`config.mk`:
```
export PLATFORM = sky130hd
export DESIGN_NAME = multi_ch_integrate_dump
export DESIGN_NICKNAME = d
export VERILOG_FILES = /design/src/rtl/multi_ch_integrate_dump.sv
export SDC_FILE = /design/constraint.sdc
export NUM_CORES = 1
export LEC_CHECK = 0
export BUFFER_PORTS_ARGS = -buffer_cell sky130_fd_sc_hd__buf_4
export CORE_ASPECT_RATIO = 1.4
export CORE_MARGIN = 4
export CORE_UTILIZATION = 40
export DETAILED_ROUTE_END_ITERATION = 8
export MAX_ROUTING_LAYER = met4
export PLACE_DENSITY = 0.61
export SYNTH_ARGS = -nofsm -noshare
export SYNTH_HDL_FRONTEND = slang
export SYNTH_HIERARCHICAL = 1
export SYNTH_SLANG_ARGS = --single-unit
```
`constraint.sdc`:
```
create_clock -name clk -period 4 [get_ports clk]
set_input_delay 0.8 -clock clk [delete_from_list [all_inputs] [get_ports clk]]
set_output_delay 0.8 -clock clk [all_outputs]
set_load 0.1 [all_outputs]
```
`src/rtl/multi_ch_integrate_dump.sv`:
```
// Multi-channel integrate-and-dump: per-channel saturating 1-bit accumulators over a
// programmable window, dumped together into a held result register with valid/ready.
module mcid_lane #(
  parameter int ACC_W = 16
) (
  input  logic             clk,
  input  logic             rst,
  input  logic             clr,
  input  logic             acc_en,
  input  logic             dump,
  input  logic             mode,
  input  logic             smp,
  output logic [ACC_W-1:0] sum,
  output logic             sat
);
  localparam logic [ACC_W-1:0] U_MAX = '1;
  localparam logic [ACC_W-1:0] S_MAX = {1'b0, {(ACC_W-1){1'b1}}};
  localparam logic [ACC_W-1:0] S_MIN = {1'b1, {(ACC_W-1){1'b0}}};

  logic [ACC_W-1:0] acc, nxt;
  logic             sat_acc, clamp;

  // Clamp holds the accumulator at the rail instead of wrapping.
  always_comb begin
    clamp = 1'b0;
    nxt   = acc;
    if (smp) begin
      if (acc == (mode ? S_MAX : U_MAX)) clamp = 1'b1;
      else                              nxt   = acc + ACC_W'(1);
    end else if (mode) begin
      if (acc == S_MIN) clamp = 1'b1;
      else              nxt   = acc - ACC_W'(1);
    end
  end

  always_ff @(posedge clk or posedge rst) begin
    if (rst) begin
      acc     <= '0;
      sat_acc <= 1'b0;
      sum     <= '0;
      sat     <= 1'b0;
    end else if (clr) begin
      acc     <= '0;
      sat_acc <= 1'b0;
    end else if (acc_en) begin
      if (dump) begin
        sum     <= nxt;
        sat     <= sat_acc | clamp;
        acc     <= '0;
        sat_acc <= 1'b0;
      end else begin
        acc     <= nxt;
        sat_acc <= sat_acc | clamp;
      end
    end
  end
endmodule

module multi_ch_integrate_dump #(
  parameter int CH      = 4,
  parameter int ACC_W   = 16,
  parameter int WIN_W   = 14,
  parameter int DEF_WIN = 10000
) (
  input  logic                clk,
  input  logic                rst,
  input  logic                start,
  input  logic                stop,
  input  logic                mode,
  input  logic [WIN_W-1:0]    win_len,
  input  logic                en,
  input  logic [CH-1:0]       sample,
  input  logic                out_ready,
  output logic [CH*ACC_W-1:0] sum,
  output logic                out_valid,
  output logic [CH-1:0]       sat,
  output logic                overrun,
  output logic                busy
);
  typedef enum logic {IDLE, ACCUM} state_t;
  state_t state, state_nxt;

  logic [CH-1:0][ACC_W-1:0] sum_arr;
  logic [WIN_W-1:0]         cnt, cnt_inc, len_q;
  logic                     mode_q, go, clr, acc_en, win_end;

  assign busy    = (state == ACCUM);
  assign go      = start & ~stop;
  assign clr     = start | stop;
  // The start/stop cycle's sample is deliberately dropped.
  assign acc_en  = busy & en & ~clr;
  assign cnt_inc = cnt + WIN_W'(1);
  assign win_end = acc_en & (cnt_inc == len_q);
  assign sum     = sum_arr;

  always_ff @(posedge clk or posedge rst) begin
    if (rst) state <= IDLE;
    else     state <= state_nxt;
  end

  always_comb begin
    state_nxt = state;
    if (stop)       state_nxt = IDLE;
    else if (start) state_nxt = ACCUM;
  end

  always_ff @(posedge clk or posedge rst) begin
    if (rst) begin
      cnt       <= '0;
      len_q     <= WIN_W'(DEF_WIN);
      mode_q    <= 1'b0;
      out_valid <= 1'b0;
      overrun   <= 1'b0;
    end else begin
      if (clr)         cnt <= '0;
      else if (acc_en) cnt <= win_end ? '0 : cnt_inc;
      if (go) begin
        len_q  <= (win_len == '0) ? WIN_W'(DEF_WIN) : win_len;
        mode_q <= mode;
      end
      if (go)                                      overrun <= 1'b0;
      else if (win_end && out_valid && !out_ready) overrun <= 1'b1;
      if (win_end)        out_valid <= 1'b1;
      else if (out_ready) out_valid <= 1'b0;
    end
  end

  for (genvar i = 0; i < CH; i++) begin : g_lane
    mcid_lane #(.ACC_W(ACC_W)) u_lane (
      .clk    (clk),
      .rst    (rst),
      .clr    (clr),
      .acc_en (acc_en),
      .dump   (win_end),
      .mode   (mode_q),
      .smp    (sample[i]),
      .sum    (sum_arr[i]),
      .sat    (sat[i])
    );
  end
endmodule

```
==> run metrics, run 1 <==
status=finished clean; Clk pwr share=0.406; Setup violations, final=0; switching pwr=approximately 1.1 mW; pwr dens=~300 mW/mm^2; vias in the first global route=11100; first-pass GRT wire length=slightly below 60000 um; Reg2Reg Capture Point=g_lane[3].u_lane/sum[15]; post-synthesis sequential area ratio=0.348; Routed Antenna Nets=0; dpl ws=428 ps; Hold Violations, Final=0; Final min period=3640 ps; postcts setup bufs=0; Switching Share=0.283; Longest Clk Path Bufs=2; commonest cells in the netlist=163 x dfrtp_1, 162 x nand2_1, 85 x nand3_1, 79 x nor2_1, 68 x clkbuf_1; largest net degree at the start of global routing=37; cell-internal power=2.91 mW; Lkg Pwr=between 5 and 6 nW; Post-Syn Area=between 0.01 and 0.015 mm^2; Max rail drop VDD=roughly 250 uV; Mean Syn Cell Area=between 8 and 9 um^2; Gate power share=0.152; relative slew slack=0.224; cell chain of the critical path=ha_1, nand3_1, o21a_1, nor4b_1, o31ai_1, or4_4, nor2_1, buf_4, nand3b_1, buf_4, or4_1, nand4_1; Setup crit start kind=flip-flop; Routed WL=~36000 um; initial antenna violation count=1; total of max-cap violations=0; layout cell share with drive strength beyond 1=0.157; Synth top area share=0.337; worst-path maximum fanout=31; CTS Hold Bufs=0; ys async rst share=1.00; Clock Skew=7.71 ps; Area contributors post-synth=dfrtp_1 34%, nand2_1 5.0%, nand3_1 3.5%; core box area=0.0299 mm^2; Worst Tran Pin Value=1160 ps; initial drt markers=between 700 and 800; post-synthesis net count=~1500; kind of critical path=flip-flop to flip-flop; Total GRT Usage=0.221; cell family with most CP delay=simple AND/OR/NAND/NOR gates; CP max stage delay=490 ps; WP data required=4380 ps; # resized after CTS=0; Synth Instances=around 1400; ys flop type=dfrtp_1; Die Y=approximately 210 um; final setup TNS=0 ps; Buffers & Inverters on Critical Path=2; max-slew violation count=0; Slowest-stage cell, CP=or4_1; via count=11600; RSZ-0062 raised after global routing=false; Arrival @ worst endpoint=4030 ps; final worst slack=~360 ps; Fmax=between 200 and 300 MHz; port buffer count=95; die width=155 um; gr ovfl total=0; Avg WL per Cell=roughly 19 um; R2R depth=12; R2R Setup Slk=360 ps; count leader, synth=dfrtp_1; Yosys top cell by area=dfrtp_1; Die Footprint=roughly 0.033 mm^2; clk_lat worst skew=roughly 450 ps; Post-route DRC=0; Post-synth EDFFs=0; Post-DP HPWL=approximately 26000 um; worst min-delay path class=input port to asynchronous set/reset pin; sequential power share=0.442; I/O pins=96; post-synthesis cell type count=90; GPL Wtd Cong=0.919; via density per instance=roughly 6.3; CTS Root Buffer Type=clkbuf_16; Final Cycle Share=0.911; Synth Warn #=6; Initial Util=0.404; reg2reg start=cnt[0]; cts bufs inserted=17; area grow syn2layout=12.1%; TritonCTS clock tree=built; most frequent CP cell=buf_4; site row count=between 70 and 80; critical path capture point type=flip-flop; synthesized flop and latch total=~170; Final nets=1487; clock sink count=168; Worst-path clk slew=~60 ps; H-tree levels=4; drt pass-1 iters=5
## worst max-delay path by stage
stage,start,end,slack (ps),cells after the start
global route,cnt[0],g_lane[3].u_lane/sum[15],70,12
global placement,cnt[0],g_lane[3].u_lane/sum[15],500,12
CTS,cnt[0],g_lane[3].u_lane/sum[15],400,12
floorplan,cnt[0],g_lane[3].u_lane/acc[3],270,13
finish,cnt[0],g_lane[3].u_lane/sum[15],360,12
detailed placement,cnt[0],g_lane[3].u_lane/sum[15],430,12
## worst register-to-register path, cell delays in order (launching register included)
cell,delay (ps)
dfrtp_1,450
ha_1,280
nand3_1,260
o21a_1,270
nor4b_1,390
o31ai_1,110
or4_4,440
nor2_1,240
buf_4,220
nand3b_1,80
buf_4,230
or4_1,500
nand4_1,100
## power by group through the flow
stage / Combinational [mW] / Clock (mW) / Sequential, mW
3_5_place_dp: 0.614 / 0 / 1.82
3_3_place_gp: 0.608 / 0 / 1.82
6_report: 0.618 / 1.65 / 1.79
2_1_floorplan: 0.450 / 0 / 1.80
4_1_cts: 0.617 / 1.70 / 1.79
5_1_grt: 0.685 / 1.76 / 1.80
## cells by family after synthesis
kind of cell	Yosys count	share of synthesized area
buf+inv	158	0.0577
flops	168	0.348
xor+xnor	24	0.0174
mux	28	0.0244
simple gates	623	0.281
fa+ha+maj	13	0.0134
compound gates	405	0.258
## routing by layer
metal,part of all wire,vias to the layer above,global-route usage
met5,0,-,-
met4,0.030,0,0.0975
met3,0.046,74,0.0293
met2,0.51,349,0.378
met1,0.42,5666,0.262
li1,-,5518,-
## per-stage QoR
step           hold slack, ps  cell area, um^2  instances  power (mW)  utilization
2_1_floorplan             475            12100       1419        2.25            -
3_3_place_gp              465            13000       1815        2.43        0.434
3_5_place_dp              472            13000       1815        2.43        0.434
4_1_cts                   213            13500       1845        4.10        0.453
5_1_grt                   228            13600       1849        4.24        0.453
6_report                  239            13600       1849        4.05        0.453
## cells in the final DEF (no fill, tap or decap), types with 12 or more instances in the layout
cell | netlist | routed
and3_1 | 16 | 16
mux2_2 | 12 | 12
clkbuf_16 | 0 | 17
or4_1 | 15 | 15
o211a_1 | 12 | 12
dfrtp_1 | 163 | 163
o211ai_1 | 38 | 38
o31ai_1 | 34 | 34
o2111ai_1 | 15 | 15
or3_1 | 36 | 36
buf_4 | 8 | 124
o21a_1 | 16 | 16
a21oi_1 | 33 | 33
nor3_1 | 55 | 55
o21ai_0 | 58 | 58
nor4_1 | 19 | 19
a31oi_1 | 22 | 22
xnor2_1 | 16 | 16
nor2_1 | 79 | 79
and2_1 | 17 | 17
nand3_1 | 85 | 85
a211oi_1 | 14 | 14
nand4_1 | 48 | 48
inv_1 | 44 | 44
a211o_1 | 24 | 24
ha_1 | 13 | 13
mux2i_1 | 16 | 16
nand2_1 | 162 | 162
## registers in the layout (all words and copies together), names as in the netlist
name,cells
len_q,14
g_lane.u_lane/acc,64
mode_q,1
busy,1
cnt,14
overrun,1
out_valid,1
g_lane.u_lane/sat,4
g_lane.u_lane/sum,64
g_lane.u_lane/sat_acc,4
## cell type report
cell class,instances,area [um^2]
antenna,4,10.0
multi-input combinational,1093,7190
timing repair buffer,124,931
sequential,168,4210
inverter,45,169
clock buffer,22,464
clock inverter,8,98.8
tap,385,482
fill,2943,16400
Power figures use the tool's default switching activity.
==> inputs of run 2 (changes only) <==
--- a/config.mk
+++ b/config.mk
@@ -6,12 +6,12 @@
 export NUM_CORES = 1
 export LEC_CHECK = 0
 export BUFFER_PORTS_ARGS = -buffer_cell sky130_fd_sc_hd__buf_4
-export CORE_ASPECT_RATIO = 1.4
+export CORE_ASPECT_RATIO = 0.7
 export CORE_MARGIN = 4
 export CORE_UTILIZATION = 40
 export DETAILED_ROUTE_END_ITERATION = 8
 export MAX_ROUTING_LAYER = met4
-export PLACE_DENSITY = 0.61
+export PLACE_DENSITY = 0.59
 export SYNTH_ARGS = -nofsm -noshare
 export SYNTH_HDL_FRONTEND = slang
 export SYNTH_HIERARCHICAL = 1
==> run 2 against run 1 <==
  * Clock skew up 5.0 ps
  * Non-clock buffer count down 2
  * Largest cell class unchanged
  * Worst hold slack improved by 240 ps
  * Via count decreased by 0.32%
  * Clock power is 2% lower
  * Highest routed layer unchanged
  * Count of clock-buffer cells in the layout shrank 2
  * Largest power group unchanged
  * Critical endpoint is now g_lane[3].u_lane/sum[10]
  * Critical path type unchanged
==> run metrics, run 2 (synthesis gave the netlist of run 1 again) <==
area grow syn2layout=12.1% (about the same); Sequential Area=0.00421 mm^2 (unchanged); Setup crit start kind=flip-flop; TritonCTS clock tree=built; R2R depth=11 (-1); Setup violations, final=0 (unchanged); via count=11600 (-0.32%); clock sink count=168 (unchanged); Hold WS=481 ps (+242 ps); Switching Share=0.302 (+0.0187); port buffer count=95 (unchanged); Hold Crit Depth=2; Clock Skew=12.7 ps (+5.01 ps); die width=216 um (+39%); Hold Violations, Final=0 (unchanged); Post-DP HPWL=25400 um (-1.8%); status=finished clean; most common cell after layout, fill and taps aside=dfrtp_1; CTS Hold Bufs=0 (unchanged); Routed WL=35700 um (-0.72%); CP max stage delay=550 ps (+60 ps); footprint of the multi-input gates=0.00719 mm^2 (unchanged); Avg WL per Cell=19.2 um (-1.6%); cts bufs inserted=17 (unchanged); cell area after layout=0.0136 mm^2 (about the same); Antenna Cells=0 (-4); site row count=52 (-31%); WP data required=4330 ps (-50 ps); Final nets=1485 (-0.13%); worst min-delay path class=flip-flop to flip-flop; sequential power share=0.443 (about the same); Final min period=3590 ps (-50.1 ps); Final Cycle Share=0.899 (-0.0125); # resized after CTS=0 (unchanged); fill cell count=2859 (-2.9%); Cell Count, Final, Fillers Out=1865 (+0.87%); H-tree levels=4 (unchanged); Routed Antenna Nets=0 (unchanged); cell chain of the critical path=ha_1, xor2_1, a211o_1, a211oi_2, nand4_1, or4_4, nor2_1, buf_12, nand3b_1, buf_4, a221o_1; fin util=0.462 (+0.00935); Lkg Pwr=5.56 nW (-0.21%); initial drt markers=1357 (+75%); first-pass GRT wire length=58500 um (+0.51%); Die Y=153 um (-28%); cell-internal power=2.81 mW (-3.2%); Worst Tran Pin Value=1200 ps (+45.9 ps); Buffers & Inverters on Critical Path=2 (unchanged); Post-route DRC=0 (unchanged); kind of critical path=flip-flop to flip-flop; RSZ-0062 raised after global routing=false; GPL Wtd Cong=0.942 (+2.5%); total of max-cap violations=0 (unchanged); Fmax=278 MHz (+1.4%); Total GRT Usage=0.219 (-0.00198); max-slew violation count=0 (unchanged); drt pass-1 iters=6 (+1); commonest non-fill, non-tap cells in the layout=163 x dfrtp_1, 162 x nand2_1, 121 x buf_4; core box area=0.0293 mm^2 (-2.0%); pwr dens=297 mW/mm^2 (-0.65%); worst-path maximum fanout=16 (-48%); area post-placement=0.0130 mm^2 (+0.17%); largest net degree at the start of global routing=37 (unchanged); Gate power share=0.157 (+0.005); critical path capture point type=flip-flop; Largest regs=g_lane.u_lane/acc x64, g_lane.u_lane/sum x64; Arrival @ worst endpoint=3920 ps (-110 ps); Die Footprint=0.0331 mm^2 (about the same); Initial Util=0.412 (+0.00815); switching pwr=1.22 mW (+6.0%); Max rail drop VDD=220 uV (-13%); clk_lat worst skew=450 ps (about the same); relative slew slack=0.193 (-0.0312); Longest Clk Path Bufs=2 (unchanged); Slowest-stage cell, CP=or4_4; I/O pins=96 (unchanged); critical path depth in cells=11 (-1); CTS Root Buffer Type=clkbuf_16; Worst-path clk slew=70 ps (about the same); via density per instance=6.20 (-1.2%); postcts setup bufs=0 (unchanged); final setup TNS=0 ps (unchanged); gr ovfl total=0 (unchanged); placed insts=1833 (+0.99%); vias in the first global route=10500 (-5.2%); cell family with most CP delay=simple AND/OR/NAND/NOR gates; layout cell share with drive strength beyond 1=0.159 (+0.00205); initial antenna violation count=0 (-1); Clk pwr share=0.400 (-0.006)
run 2: path summary, 6_finish.rpt:
kind / from / slack, ps / to
min in group asynchronous: rst / 490 / g_lane[0].u_lane/acc[10]
max reg2reg: cnt[0] / 410 / g_lane[3].u_lane/sum[10]
max in group asynchronous: rst / 3160 / g_lane[0].u_lane/acc[4]
min reg2reg: g_lane[1].u_lane/sum[6] / 480 / g_lane[1].u_lane/sum[6]
min: g_lane[1].u_lane/sum[6] / 480 / g_lane[1].u_lane/sum[6]
max: cnt[0] / 410 / g_lane[3].u_lane/sum[10]
run 2: per-stage QoR:
step                power [mW]  worst slack [ps]
floorplan                 2.25               273
global placement          2.43               438
detailed placement        2.44               394
CTS                       4.06               392
global route              4.22              41.5
finish                    4.03               405
run 2: power by group through the flow:
| stage | clock, mW | combinational (mW) | sequential (mW) |
|---|---|---|---|
| 2_1_floorplan | 0 | 0.450 | 1.80 |
| 3_3_place_gp | 0 | 0.617 | 1.81 |
| 3_5_place_dp | 0 | 0.622 | 1.82 |
| 4_1_cts | 1.65 | 0.627 | 1.78 |
| 5_1_grt | 1.73 | 0.698 | 1.79 |
| 6_report | 1.61 | 0.633 | 1.78 |
run 2: worst reg2reg max path: stages, from the launching register on:
cell	delay, ps
dfrtp_1	450
ha_1	350
xor2_1	150
a211o_1	280
a211oi_2	260
nand4_1	150
or4_4	550
nor2_1	190
buf_12	170
nand3b_1	280
buf_4	310
a221o_1	350
run 2: area by class of cell:
cell class	instances	area share
well taps	405	0.0374
repair buffers	122	0.0684
clock inverters	12	0.00664
multi-input cells	1093	0.530
inverters	45	0.0125
flip-flops and latches	168	0.310
clock buffers	20	0.0344
run 2: per-layer routing:
metal	global-route usage	wire (um)	share of wire
met1	0.346	18600	0.52
met2	0.287	14400	0.40
met3	0.0361	2330	0.065
met4	0.0540	420	0.012
met5	-	0	0
